$ cat src/rtl/reg_targetio_mux_pkg.sv
// Shared definitions for the target-IO pin mux: reg-bus widths, register
// offsets, pin mode encodings and the register length lookup.
package reg_targetio_mux_pkg;

    localparam int REG_ADDR_W = 6;
    localparam int REG_DATA_W = 8;
    localparam int REG_BCNT_W = 16;

    localparam int REG_MODE    = 0;
    localparam int REG_GPIO    = 1;
    localparam int REG_STATUS  = 2;
    localparam int REG_EDGECNT = 3;
    localparam int REG_TRIG    = 4;

    typedef enum logic [2:0] {
        MODE_HIZ     = 3'd0,
        MODE_UART_PP = 3'd1,
        MODE_UART_OD = 3'd2,
        MODE_GPIO_PP = 3'd3,
        MODE_GPIO_OD = 3'd4,
        MODE_AUX     = 3'd5
    } mode_e;

    typedef enum logic {
        ST_ACTIVE = 1'b0,
        ST_TURN   = 1'b1
    } turn_state_e;

    function automatic logic [REG_BCNT_W-1:0] reg_len(input int off, input int n_io, input int cnt_w);
        case (off)
            REG_MODE:             return REG_BCNT_W'(n_io);
            REG_GPIO, REG_STATUS: return REG_BCNT_W'(1);
            REG_EDGECNT:          return REG_BCNT_W'(n_io * cnt_w / 8);
            REG_TRIG:             return REG_BCNT_W'(3);
            default:              return '0;
        endcase
    endfunction

endpackage

$ cat src/rtl/reg_targetio_mux_if.sv
// Shared reg_* register bus as seen by one slave on the OR-combined bus.
interface reg_targetio_mux_if;
    import reg_targetio_mux_pkg::*;

    logic [REG_ADDR_W-1:0] reg_address;
    logic [REG_BCNT_W-1:0] reg_bytecnt;
    logic [REG_DATA_W-1:0] reg_datai;
    logic [REG_DATA_W-1:0] reg_datao;
    logic                  reg_read;
    logic                  reg_write;
    logic                  reg_addrvalid;
    logic [REG_ADDR_W-1:0] reg_hypaddress;
    logic [REG_BCNT_W-1:0] reg_hyplen;

    modport master (
        output reg_address, reg_bytecnt, reg_datai, reg_read, reg_write,
               reg_addrvalid, reg_hypaddress,
        input  reg_datao, reg_hyplen
    );

    modport slave (
        input  reg_address, reg_bytecnt, reg_datai, reg_read, reg_write,
               reg_addrvalid, reg_hypaddress,
        output reg_datao, reg_hyplen
    );

endinterface

$ cat src/rtl/reg_targetio_mux_channel.sv
// One target-IO channel: mode register with break-before-make turnaround,
// input synchroniser, registered edge detect, saturating edge counter, drive mux.
module targetio_channel
    import reg_targetio_mux_pkg::*;
#(
    parameter int TURNAROUND = 2,
    parameter int CNT_W      = 16
) (
    input  logic             clk,
    input  logic             rst,
    input  logic             mode_we,
    input  logic [2:0]       mode_wdata,
    input  logic             cnt_clr,
    input  logic             uart_tx,
    input  logic             gpio,
    input  logic             aux,
    input  logic             pin_in,
    output logic             pin_out,
    output logic             pin_oe,
    output logic [2:0]       mode,
    output logic             level,
    output logic             rise,
    output logic             fall,
    output logic [CNT_W-1:0] cnt
);

    turn_state_e state;
    logic [3:0]  ta_cnt;
    logic [2:0]  act_mode;
    logic        s1, s2, s3;
    logic        drv, en;

    // mode holds the last written value; act_mode only follows it once the
    // forced Hi-Z window has elapsed.
    always_ff @(posedge clk or posedge rst) begin
        if (rst) begin
            state    <= ST_ACTIVE;
            ta_cnt   <= '0;
            mode     <= MODE_HIZ;
            act_mode <= MODE_HIZ;
        end else if (mode_we && mode_wdata != mode) begin
            mode   <= mode_wdata;
            state  <= ST_TURN;
            ta_cnt <= 4'(TURNAROUND);
        end else if (state == ST_TURN) begin
            if (ta_cnt <= 4'd1) begin
                state    <= ST_ACTIVE;
                act_mode <= mode;
                ta_cnt   <= '0;
            end else begin
                ta_cnt <= ta_cnt - 4'd1;
            end
        end
    end

    // Edges are registered once more so pin-to-trigger latency is three clocks.
    always_ff @(posedge clk or posedge rst) begin
        if (rst) begin
            {s1, s2, s3} <= 3'b111;
            rise         <= 1'b0;
            fall         <= 1'b0;
            cnt          <= '0;
        end else begin
            s1   <= pin_in;
            s2   <= s1;
            s3   <= s2;
            rise <= s2 & ~s3;
            fall <= ~s2 & s3;
            if (cnt_clr)
                cnt <= '0;
            else if (rise && cnt != '1)
                cnt <= cnt + CNT_W'(1);
        end
    end

    assign level = s2;

    always_comb begin
        drv = 1'b0;
        en  = 1'b0;
        case (act_mode)
            MODE_UART_PP: begin drv = uart_tx; en = 1'b1;     end
            MODE_UART_OD: begin drv = 1'b0;    en = ~uart_tx; end
            MODE_GPIO_PP: begin drv = gpio;    en = 1'b1;     end
            MODE_GPIO_OD: begin drv = 1'b0;    en = ~gpio;    end
            MODE_AUX:     begin drv = aux;     en = 1'b1;     end
            default:      ;
        endcase
        pin_out = drv;
        pin_oe  = en & (state == ST_ACTIVE);
    end

endmodule

$ cat src/rtl/reg_targetio_mux.sv
// Register-bus slave routing N_IO target pins between UART TX, GPIO and aux
// sources; register decode, readback and edge trigger live here.
module reg_targetio_mux
    import reg_targetio_mux_pkg::*;
#(
    parameter int         N_IO       = 4,
    parameter logic [5:0] BASE_ADDR  = 6'd40,
    parameter int         TURNAROUND = 2,
    parameter int         CNT_W      = 16
) (
    input  logic                 clk,
    input  logic                 reset_i,
    reg_targetio_mux_if.slave    bus,
    input  logic                 uart_tx_i,
    input  logic [N_IO-1:0]      aux_i,
    input  logic [N_IO-1:0]      io_in,
    output logic [N_IO-1:0]      io_out,
    output logic [N_IO-1:0]      io_oe,
    output logic                 uart_rx_o,
    output logic                 trigger_o
);

    localparam int CNT_BYTES = N_IO * CNT_W / 8;

    logic [5:0]                   roff, hoff;
    logic                         wr_en, rd_en, cnt_clr;
    logic [N_IO-1:0]              mode_we, level, rise, fall;
    logic [N_IO-1:0]              gpio, rmask, fmask;
    logic [2:0]                   rx_sel;
    logic [N_IO-1:0][2:0]         mode;
    logic [N_IO-1:0][CNT_W-1:0]   cnt;
    logic [N_IO*CNT_W-1:0]        cnt_flat;
    logic [REG_DATA_W-1:0]        rd;
    logic                         unused_bits;

    // Offsets wrap in 6 bits, so anything outside BASE..BASE+4 decodes as >= 5.
    assign roff        = bus.reg_address - BASE_ADDR;
    assign hoff        = bus.reg_hypaddress - BASE_ADDR;
    assign wr_en       = bus.reg_write & bus.reg_addrvalid;
    assign rd_en       = bus.reg_read & bus.reg_addrvalid;
    assign cnt_clr     = wr_en && int'(roff) == REG_EDGECNT;
    assign cnt_flat    = cnt;
    assign unused_bits = ^bus.reg_datai;

    always_comb begin
        for (int n = 0; n < N_IO; n++)
            mode_we[n] = wr_en && int'(roff) == REG_MODE && bus.reg_bytecnt == REG_BCNT_W'(n);
    end

    for (genvar n = 0; n < N_IO; n++) begin : g_ch
        targetio_channel #(
            .TURNAROUND (TURNAROUND),
            .CNT_W      (CNT_W)
        ) u_ch (
            .clk        (clk),
            .rst        (reset_i),
            .mode_we    (mode_we[n]),
            .mode_wdata (bus.reg_datai[2:0]),
            .cnt_clr    (cnt_clr),
            .uart_tx    (uart_tx_i),
            .gpio       (gpio[n]),
            .aux        (aux_i[n]),
            .pin_in     (io_in[n]),
            .pin_out    (io_out[n]),
            .pin_oe     (io_oe[n]),
            .mode       (mode[n]),
            .level      (level[n]),
            .rise       (rise[n]),
            .fall       (fall[n]),
            .cnt        (cnt[n])
        );
    end

    always_ff @(posedge clk or posedge reset_i) begin
        if (reset_i) begin
            gpio      <= '0;
            rmask     <= '0;
            fmask     <= '0;
            rx_sel    <= '0;
            trigger_o <= 1'b0;
        end else begin
            trigger_o <= |((rise & rmask) | (fall & fmask));
            if (wr_en) begin
                case (int'(roff))
                    REG_GPIO:
                        if (bus.reg_bytecnt == '0) gpio <= bus.reg_datai[N_IO-1:0];
                    REG_TRIG:
                        case (bus.reg_bytecnt)
                            16'd0:   rmask  <= bus.reg_datai[N_IO-1:0];
                            16'd1:   fmask  <= bus.reg_datai[N_IO-1:0];
                            16'd2:   rx_sel <= bus.reg_datai[2:0];
                            default: ;
                        endcase
                    default: ;
                endcase
            end
        end
    end

    always_comb begin
        rd = '0;
        if (rd_en) begin
            case (int'(roff))
                REG_MODE:
                    for (int n = 0; n < N_IO; n++)
                        if (bus.reg_bytecnt == REG_BCNT_W'(n)) rd = {5'b0, mode[n]};
                REG_GPIO:
                    if (bus.reg_bytecnt == '0) rd[N_IO-1:0] = gpio;
                REG_STATUS:
                    if (bus.reg_bytecnt == '0) rd[N_IO-1:0] = level;
                REG_EDGECNT:
                    for (int b = 0; b < CNT_BYTES; b++)
                        if (bus.reg_bytecnt == REG_BCNT_W'(b)) rd = cnt_flat[b*8 +: 8];
                REG_TRIG:
                    case (bus.reg_bytecnt)
                        16'd0:   rd[N_IO-1:0] = rmask;
                        16'd1:   rd[N_IO-1:0] = fmask;
                        16'd2:   rd = {5'b0, rx_sel};
                        default: ;
                    endcase
                default: ;
            endcase
        end
        bus.reg_datao  = rd;
        bus.reg_hyplen = reg_len(int'(hoff), N_IO, CNT_W);
    end

    // Out-of-range selects park RX at idle-high.
    always_comb begin
        uart_rx_o = 1'b1;
        for (int n = 0; n < N_IO; n++)
            if (rx_sel == 3'(n)) uart_rx_o = level[n];
    end

endmodule

$ cat src/flat_wrapper.sv
// flat-port wrapper written by rule: the top's interface ports become plain ports
module reg_targetio_mux_flat import reg_targetio_mux_pkg::*;
#(
    parameter int         N_IO       = 4,
    parameter logic [5:0] BASE_ADDR  = 6'd40,
    parameter int         TURNAROUND = 2,
    parameter int         CNT_W      = 16
)
  (clk, reset_i, uart_tx_i, aux_i, io_in, io_out, io_oe, uart_rx_o, trigger_o, bus_reg_address, bus_reg_bytecnt, bus_reg_datai, bus_reg_read, bus_reg_write, bus_reg_addrvalid, bus_reg_hypaddress, bus_reg_datao, bus_reg_hyplen);
  reg_targetio_mux_if bus_i ();
  input  logic clk;
  input  logic reset_i;
  input  logic uart_tx_i;
  input  logic [N_IO-1:0] aux_i;
  input  logic [N_IO-1:0] io_in;
  output logic [N_IO-1:0] io_out;
  output logic [N_IO-1:0] io_oe;
  output logic uart_rx_o;
  output logic trigger_o;
  input wire logic [$bits(bus_i.reg_address)-1:0] bus_reg_address;
  input wire logic [$bits(bus_i.reg_bytecnt)-1:0] bus_reg_bytecnt;
  input wire logic [$bits(bus_i.reg_datai)-1:0] bus_reg_datai;
  input wire logic [$bits(bus_i.reg_read)-1:0] bus_reg_read;
  input wire logic [$bits(bus_i.reg_write)-1:0] bus_reg_write;
  input wire logic [$bits(bus_i.reg_addrvalid)-1:0] bus_reg_addrvalid;
  input wire logic [$bits(bus_i.reg_hypaddress)-1:0] bus_reg_hypaddress;
  output wire logic [$bits(bus_i.reg_datao)-1:0] bus_reg_datao;
  output wire logic [$bits(bus_i.reg_hyplen)-1:0] bus_reg_hyplen;
  assign bus_i.reg_address = bus_reg_address;
  assign bus_i.reg_bytecnt = bus_reg_bytecnt;
  assign bus_i.reg_datai = bus_reg_datai;
  assign bus_i.reg_read = bus_reg_read;
  assign bus_i.reg_write = bus_reg_write;
  assign bus_i.reg_addrvalid = bus_reg_addrvalid;
  assign bus_i.reg_hypaddress = bus_reg_hypaddress;
  assign bus_reg_datao = bus_i.reg_datao;
  assign bus_reg_hyplen = bus_i.reg_hyplen;
  reg_targetio_mux #(.N_IO(N_IO), .BASE_ADDR(BASE_ADDR), .TURNAROUND(TURNAROUND), .CNT_W(CNT_W)) u_core (.clk(clk), .reset_i(reset_i), .bus(bus_i), .uart_tx_i(uart_tx_i), .aux_i(aux_i), .io_in(io_in), .io_out(io_out), .io_oe(io_oe), .uart_rx_o(uart_rx_o), .trigger_o(trigger_o));
endmodule
$ cat config.mk
export PLATFORM = sky130hd
export DESIGN_NAME = reg_targetio_mux_flat
export DESIGN_NICKNAME = d
export VERILOG_FILES = /design/src/rtl/reg_targetio_mux_pkg.sv /design/src/rtl/reg_targetio_mux_if.sv /design/src/rtl/reg_targetio_mux_channel.sv /design/src/rtl/reg_targetio_mux.sv /design/src/flat_wrapper.sv
export SDC_FILE = /design/constraint.sdc
export NUM_CORES = 1
export LEC_CHECK = 0
export BUFFER_PORTS_ARGS = -buffer_cell sky130_fd_sc_hd__buf_4
export CAP_MARGIN = 20
export CORE_ASPECT_RATIO = 0.75
export CORE_MARGIN = 2
export CORE_UTILIZATION = 52
export CTS_CLUSTER_DIAMETER = 30
export DETAILED_ROUTE_END_ITERATION = 8
export PLACE_DENSITY = 0.78
export SYNTH_ARGS = -nofsm -noshare
export SYNTH_HDL_FRONTEND = slang
export SYNTH_SLANG_ARGS = --single-unit
$ cat constraint.sdc
create_clock -name clk -period 8 [get_ports clk]
set_clock_uncertainty 0.15 [all_clocks]
set_input_delay 0.4 -clock clk [delete_from_list [all_inputs] [get_ports clk]]
set_output_delay 0.4 -clock clk [all_outputs]
set_load 0.01 [all_outputs]
Word level (Yosys, flattened, before mapping)
Cells that the tools add are included.
{"block": "totals", "output_inout_bits": 34, "register_bits": 144, "wordCells": 248, "input_bits": 50}
{"block": "classes", "n_addsub": 10, "n_reduce_logical": 41, "magnitude_cmp": 4, "eq_ne": 47, "muxes": 63, "n_bitwise": 38}
{"op": "$mux W16", "count": 8}
{"op": "$mux W8", "count": 9}
{"op": "$add A16 B1 Y16 const B", "count": 4}
{"op": "$eq A16 B3 Y1 const B", "count": 4}
{"op": "$ne A16 B16 Y1 const B", "count": 4}
{"op": "$mux W4", "count": 14}
{"op": "$eq A16 B2 Y1 const B", "count": 2}
{"op": "$eq A3 B2 Y1 const B", "count": 10}
{"op": "$eq A3 B3 Y1 const B", "count": 8}
{"op": "$eq A6 B2 Y1 const B", "count": 4}
{"op": "$pmux W1 S3", "count": 8}
{"op": "$reduce_and A3 Y1", "count": 8}
{"op": "$not A1 Y1", "count": 21}
{"op": "$pmux W4 S5", "count": 1}
{"op": "$eq A6 B3 Y1 const B", "count": 3}
{"op": "$logic_not A6 Y1", "count": 3}
{"op": "$eq A16 B1 Y1 const B", "count": 1}
{"op": "$le A4 B1 Y1 const B", "count": 4}
{"op": "$logic_not A16 Y1", "count": 1}
{"op": "$mux W1", "count": 16}
{"op": "$pmux W4 S4", "count": 1}
{"op": "$reduce_bool A2 Y1", "count": 8}
{"op": "$sub A4 B1 Y4 const B", "count": 4}
{"op": "$eq A3 B1 Y1 const B", "count": 5}
{"op": "14 further kinds", "count": 52}

Logic depth before layout (Yosys ltp)
{"block": "logic_depth", "depth_word": 11, "ltp_mapped": 8, "mapped_depth_nobuf": 7}

Cells and area by module
A second synthesis with hierarchy kept.
{"block": "hier_totals", "cells_unflattened": 846, "hier_area_um2": 8560.7}
{"module": "targetio_channel at u_core.g_ch[0].u_ch ...", "n_inst": 3, "seq_area_each_um2": 804.5, "cells_per_inst": 157, "area_per_inst_um2": 1627.8}
{"module": "reg_targetio_mux", "n_inst": 1, "seq_area_each_um2": 400.4, "cells_per_inst": 216, "area_per_inst_um2": 2024.4}
{"module": "targetio_channel at u_core.g_ch[3].u_ch", "n_inst": 1, "seq_area_each_um2": 804.5, "cells_per_inst": 159, "area_per_inst_um2": 1652.8}

Worst setup path after synthesis
Ideal clock, no wire load.
{"block": "synth_path", "path_type": "input-to-output", "from": "input bus_reg_address[3]", "to": "output bus_reg_datao[3]", "n_path_buf": 1, "required_ns": 7.450, "slack_ns": 5.242, "stages": 7, "arrival_time_ns": 2.208, "cell_sequence": "inv_1 -> ha_1 -> xor2_1 -> nand4_2 -> or4_1 -> buf_2 -> o31ai_1"}
{"block": "synth_between", "elab_chain_cells": 4, "word_cells_on_any_way": 8, "classes_between": "add/sub (1); eq/ne (4); mux (2); reduce/logical (1)"}
{"element": "start, declared", "line_no": "flat_wrapper.sv:20", "text": "input wire logic [$bits(bus_i.reg_address)-1:0] bus_reg_address;"}
{"element": "$sub A6 B6 Y6 *", "line_no": "reg_targetio_mux.sv:37", "text": "assign roff = bus.reg_address - BASE_ADDR;"}
{"element": "$eq A6 B3 Y1, or another cell as far along", "line_no": "reg_targetio_mux.sv:103", "text": "case (int'(roff))"}
{"element": "$pmux W4 S5 *", "line_no": "reg_targetio_mux.sv:103"}
{"element": "$mux W8 *", "line_no": "reg_targetio_mux.sv:102", "text": "if (rd_en) begin"}
{"element": "end, declared", "line_no": "flat_wrapper.sv:27", "text": "output wire logic [$bits(bus_i.reg_datao)-1:0] bus_reg_datao;"}
Mark *: on every way between the ends. The rest lies on a longest branch, timed or not.

Worst setup path in the final report
{"block": "layout_path", "from": "input bus_reg_address[3]", "to": "output bus_reg_datao[2]"}
The elaborated chain is that of the path after synthesis.

==> flow_summary.toml <==
[drt]
wirelength_um = 19600
wl_per_cell_um = 17.4
remaining_drc_errors = 0
first_iter_violations = 758
via_per_inst = 5.88
drt_first_pass_iters = 7
ant_nets = 0
via_count = 6591

[sta]
slew_violations = 0
fmax_mhz = 303
tightest_slew_ps = 967
tns_ps = 0
finalCritPeriodShare_pct = 41.2
final-hold-violation-count = 0
relSlewSlack_pct = 35.5
setup_viol = 0
fin_crit_ps = 3300
holdWs_ps = 62.2
rsz0062_at_grt = "no"

[worst_setup_path]
endpoint_kind = "output port"
required_ps = 7450
crit-reg2reg-launch = "u_core.g_ch[2].u_ch.cnt[0]"
slowest_delay_ps = 750
crit_slowest_cell = "or4_1"
crit_fanout = 8
start_kind = "primary input"
crit_path_start = "bus_reg_address[3]"
arrival_ps = 2750
crit_chain = "buf_4, inv_1, ha_1, xor2_1, nand4_2, or4_1, a21oi_1, a211o_1, buf_4"
cp_common_cell = "buf_4"
criticalPathCategory = "primary input to output port"

[logic_synthesis]
syn_inst = 846
synth_top_flop_cell = "dfrtp_1"
yosysSeqAreaShare_pct = 43.1
yosys_warnings = 0
netlist.area_leader.share_pct = 39.4
yosys.cell_count.top_type = "dfrtp_1"
async_flop_share_pct = 100
synth.area.top_cells = "dfrtp_1 39%, nor2_1 4.2%, xor2_1 3.9%"
synth_commonest_cells = "132 x dfrtp_1, 94 x nor2_1, 72 x nand2_1"
synth-seq-cells = 144
syn_avg_cell_area_um2 = 9.91
synth-edff-count = 0
yosys.area.top_type = "dfrtp_1"
synth.distinct_cells = 67
syn-cell-area_um2 = 8390

[power]
power.total_uw = 2460
p_sw_share_pct = 35.3
power_switching_uw = 868
seqPwrFrac_pct = 45.4
clock_power_share_pct = 33.2
comb_power_share_pct = 21.4
vdd.ir_drop.worst_mv = 0.164
leakagePower_uw = 0.00404
p_int_uw = 1590
p_per_area_nw_per_um2 = 256

[final_layout]
post-route-cell-area_um2 = 9610
fillers = 1320
syn_to_final_growth_pct = 14.5
multi_input_comb_area_um2 = 4450
drive_gt1_share_pct = 20.1
fin_nets = 962
antenna_cells = 0
regArea_um2 = 3620
utilization_pct = 60.4

[status]
outcome = "finished clean"

[cts]
cts_tree = "yes"
cts.clk_slew.worst_paths_ps = 70
cts_sinks = 144
cts_resized = 0
clockBufferDepth = 2
htreeDepth = 4
insertion_delay_ps = 420
cts_root_buf = "clkbuf_16"
cts_buffers = 17

[global_routing]
grt_max_degree = 76
grt_first_pass_wirelength_um = 31600
antenna_found_initial = 0
top_usage_layer = "met1"
grt.total_usage_pct = 23.8
met1_usage_pct = 36.5
use_met3_pct = 5.16
grt-ovfl-total = 0
grt_pass1_vias = 5954
met2_usage_pct = 34.2

[placed_design]
placedInstanceArea_um2 = 8940
gp_congestion = 0.896
hpwl_um = 13800
portBuffers = 67

[die]
die_h_um = 114
die_area_um2 = 17200
io_pins = 84
initial_core_util_pct = 52.7
die_w_um = 151
placementRows = 40
core_area_um2 = 15900

[flow_run]
maxCapViolations = 0

[worst_hold_path]
min_path_type = "primary input to flop"
worstHoldStart = "bus_reg_datai[3]"
[worst paths after layout]
path / to / slack, ps / cells past startpoint
max in group asynchronous: u_core.g_ch[3].u_ch.cnt[0] / 5800 / 4
hold reg to reg: u_core.g_ch[2].u_ch.level / 210 / 0
setup reg to reg: u_core.g_ch[2].u_ch.cnt[8] / 5550 / 7
hold / removal: u_core.gpio[3] / 60 / 3
min in group asynchronous: u_core.trigger_o / 480 / 3
setup / recovery: bus_reg_datao[2] / 4700 / 9
[power groups by stage]
| stage | Clock [uW] | Combinational (uW) | Sequential, uW |
|---|---|---|---|
| final | 817 | 526 | 1120 |
| after global routing | 866 | 594 | 1140 |
| after CTS | 829 | 525 | 1110 |
| after detailed placement | 0 | 518 | 1110 |
| after global placement | 0 | 499 | 1110 |
| after floorplan | 0 | 429 | 1030 |
[final cells by class]
type | count | area share [%]
Sequential cell | 144 | 37.7
Inverter | 22 | 0.912
Timing Repair Buffer | 75 | 5.99
Multi-Input combinational cell | 638 | 46.3
Clock inverter | 15 | 1.97
Clock buffer | 17 | 4.43
Tap cell | 210 | 2.74
[metal layers]
metal  wire length, um  vias up
li1                  -     3125
met1              8950     3161
met2              8650      275
met3              1640       30
met4               311        0
met5                 0        -
[layout by cell type, fill, tap and decap left out, types with 9 or more instances in the layout]
cell,Yosys,layout
dfrtp_1,132,132
nor2_1,94,93
nand2_1,72,72
buf_4,20,70
xor2_1,37,37
a21oi_1,37,37
o21ai_0,34,34
nand3_1,31,31
nor3_1,31,31
xnor2_1,26,26
mux2_2,23,23
inv_1,22,21
clkbuf_16,0,17
nor2b_1,16,16
nand4_1,14,14
mux2_1,14,14
ha_1,14,14
mux4_2,13,13
or3_1,12,12
mux2i_1,12,12
conb_1,1,12
dfstp_2,12,12
and4_1,11,11
a22oi_1,10,10
and3_1,9,9
nand2b_1,9,9
o211ai_1,9,9
[cell families (layout without fill, tap and decap cells)]
logic type / Yosys count / in the layout / share of synthesized area, %
other: 1 / 12 / 0.0447
muxes: 65 / 65 / 10.4
adders and majority gates: 14 / 14 / 2.09
AOI/OAI and AO/OA: 124 / 124 / 9.58
DFF: 144 / 144 / 43.1
buffers and inverters: 75 / 129 / 4.43
xor gates and xnor gates: 63 / 63 / 6.58
and+or+nand+nor: 360 / 360 / 23.7
[registers in the layout (all words and copies together), names as in the netlist, 12 cells and up]
name                       cells
u_core.g_ch.u_ch.cnt          64
u_core.g_ch.u_ch.act_mode     12
u_core.g_ch.u_ch.ta_cnt       16
u_core.g_ch.u_ch.mode         12
[stage by stage]
stage / setup slack [ps] / instances
CTS: 4710 / 1121
finish: 4700 / 1121
global route: 4580 / 1121
floorplan: 3600 / 857
global placement: 4740 / 1083
detailed placement: 4710 / 1084
[critical path: cells and delay by family]
family / cells / cell delay [ps]
fa+ha+maj: 1 / 190
buf+inv: 3 / 280
simple gates: 2 / 1070
compound gates: 2 / 440
xor+xnor: 1 / 360
[timing repair]
| action | 4_1_cts | 5_1_grt |
|---|---|---|
| endpoints found under the setup margin | 0 | 0 |
| endpoints found under the hold margin | 61 | 0 |
| hold buffers | 5 | 0 |
| buffers inserted | 0 | 0 |
(Power assumes the default switching activity.)
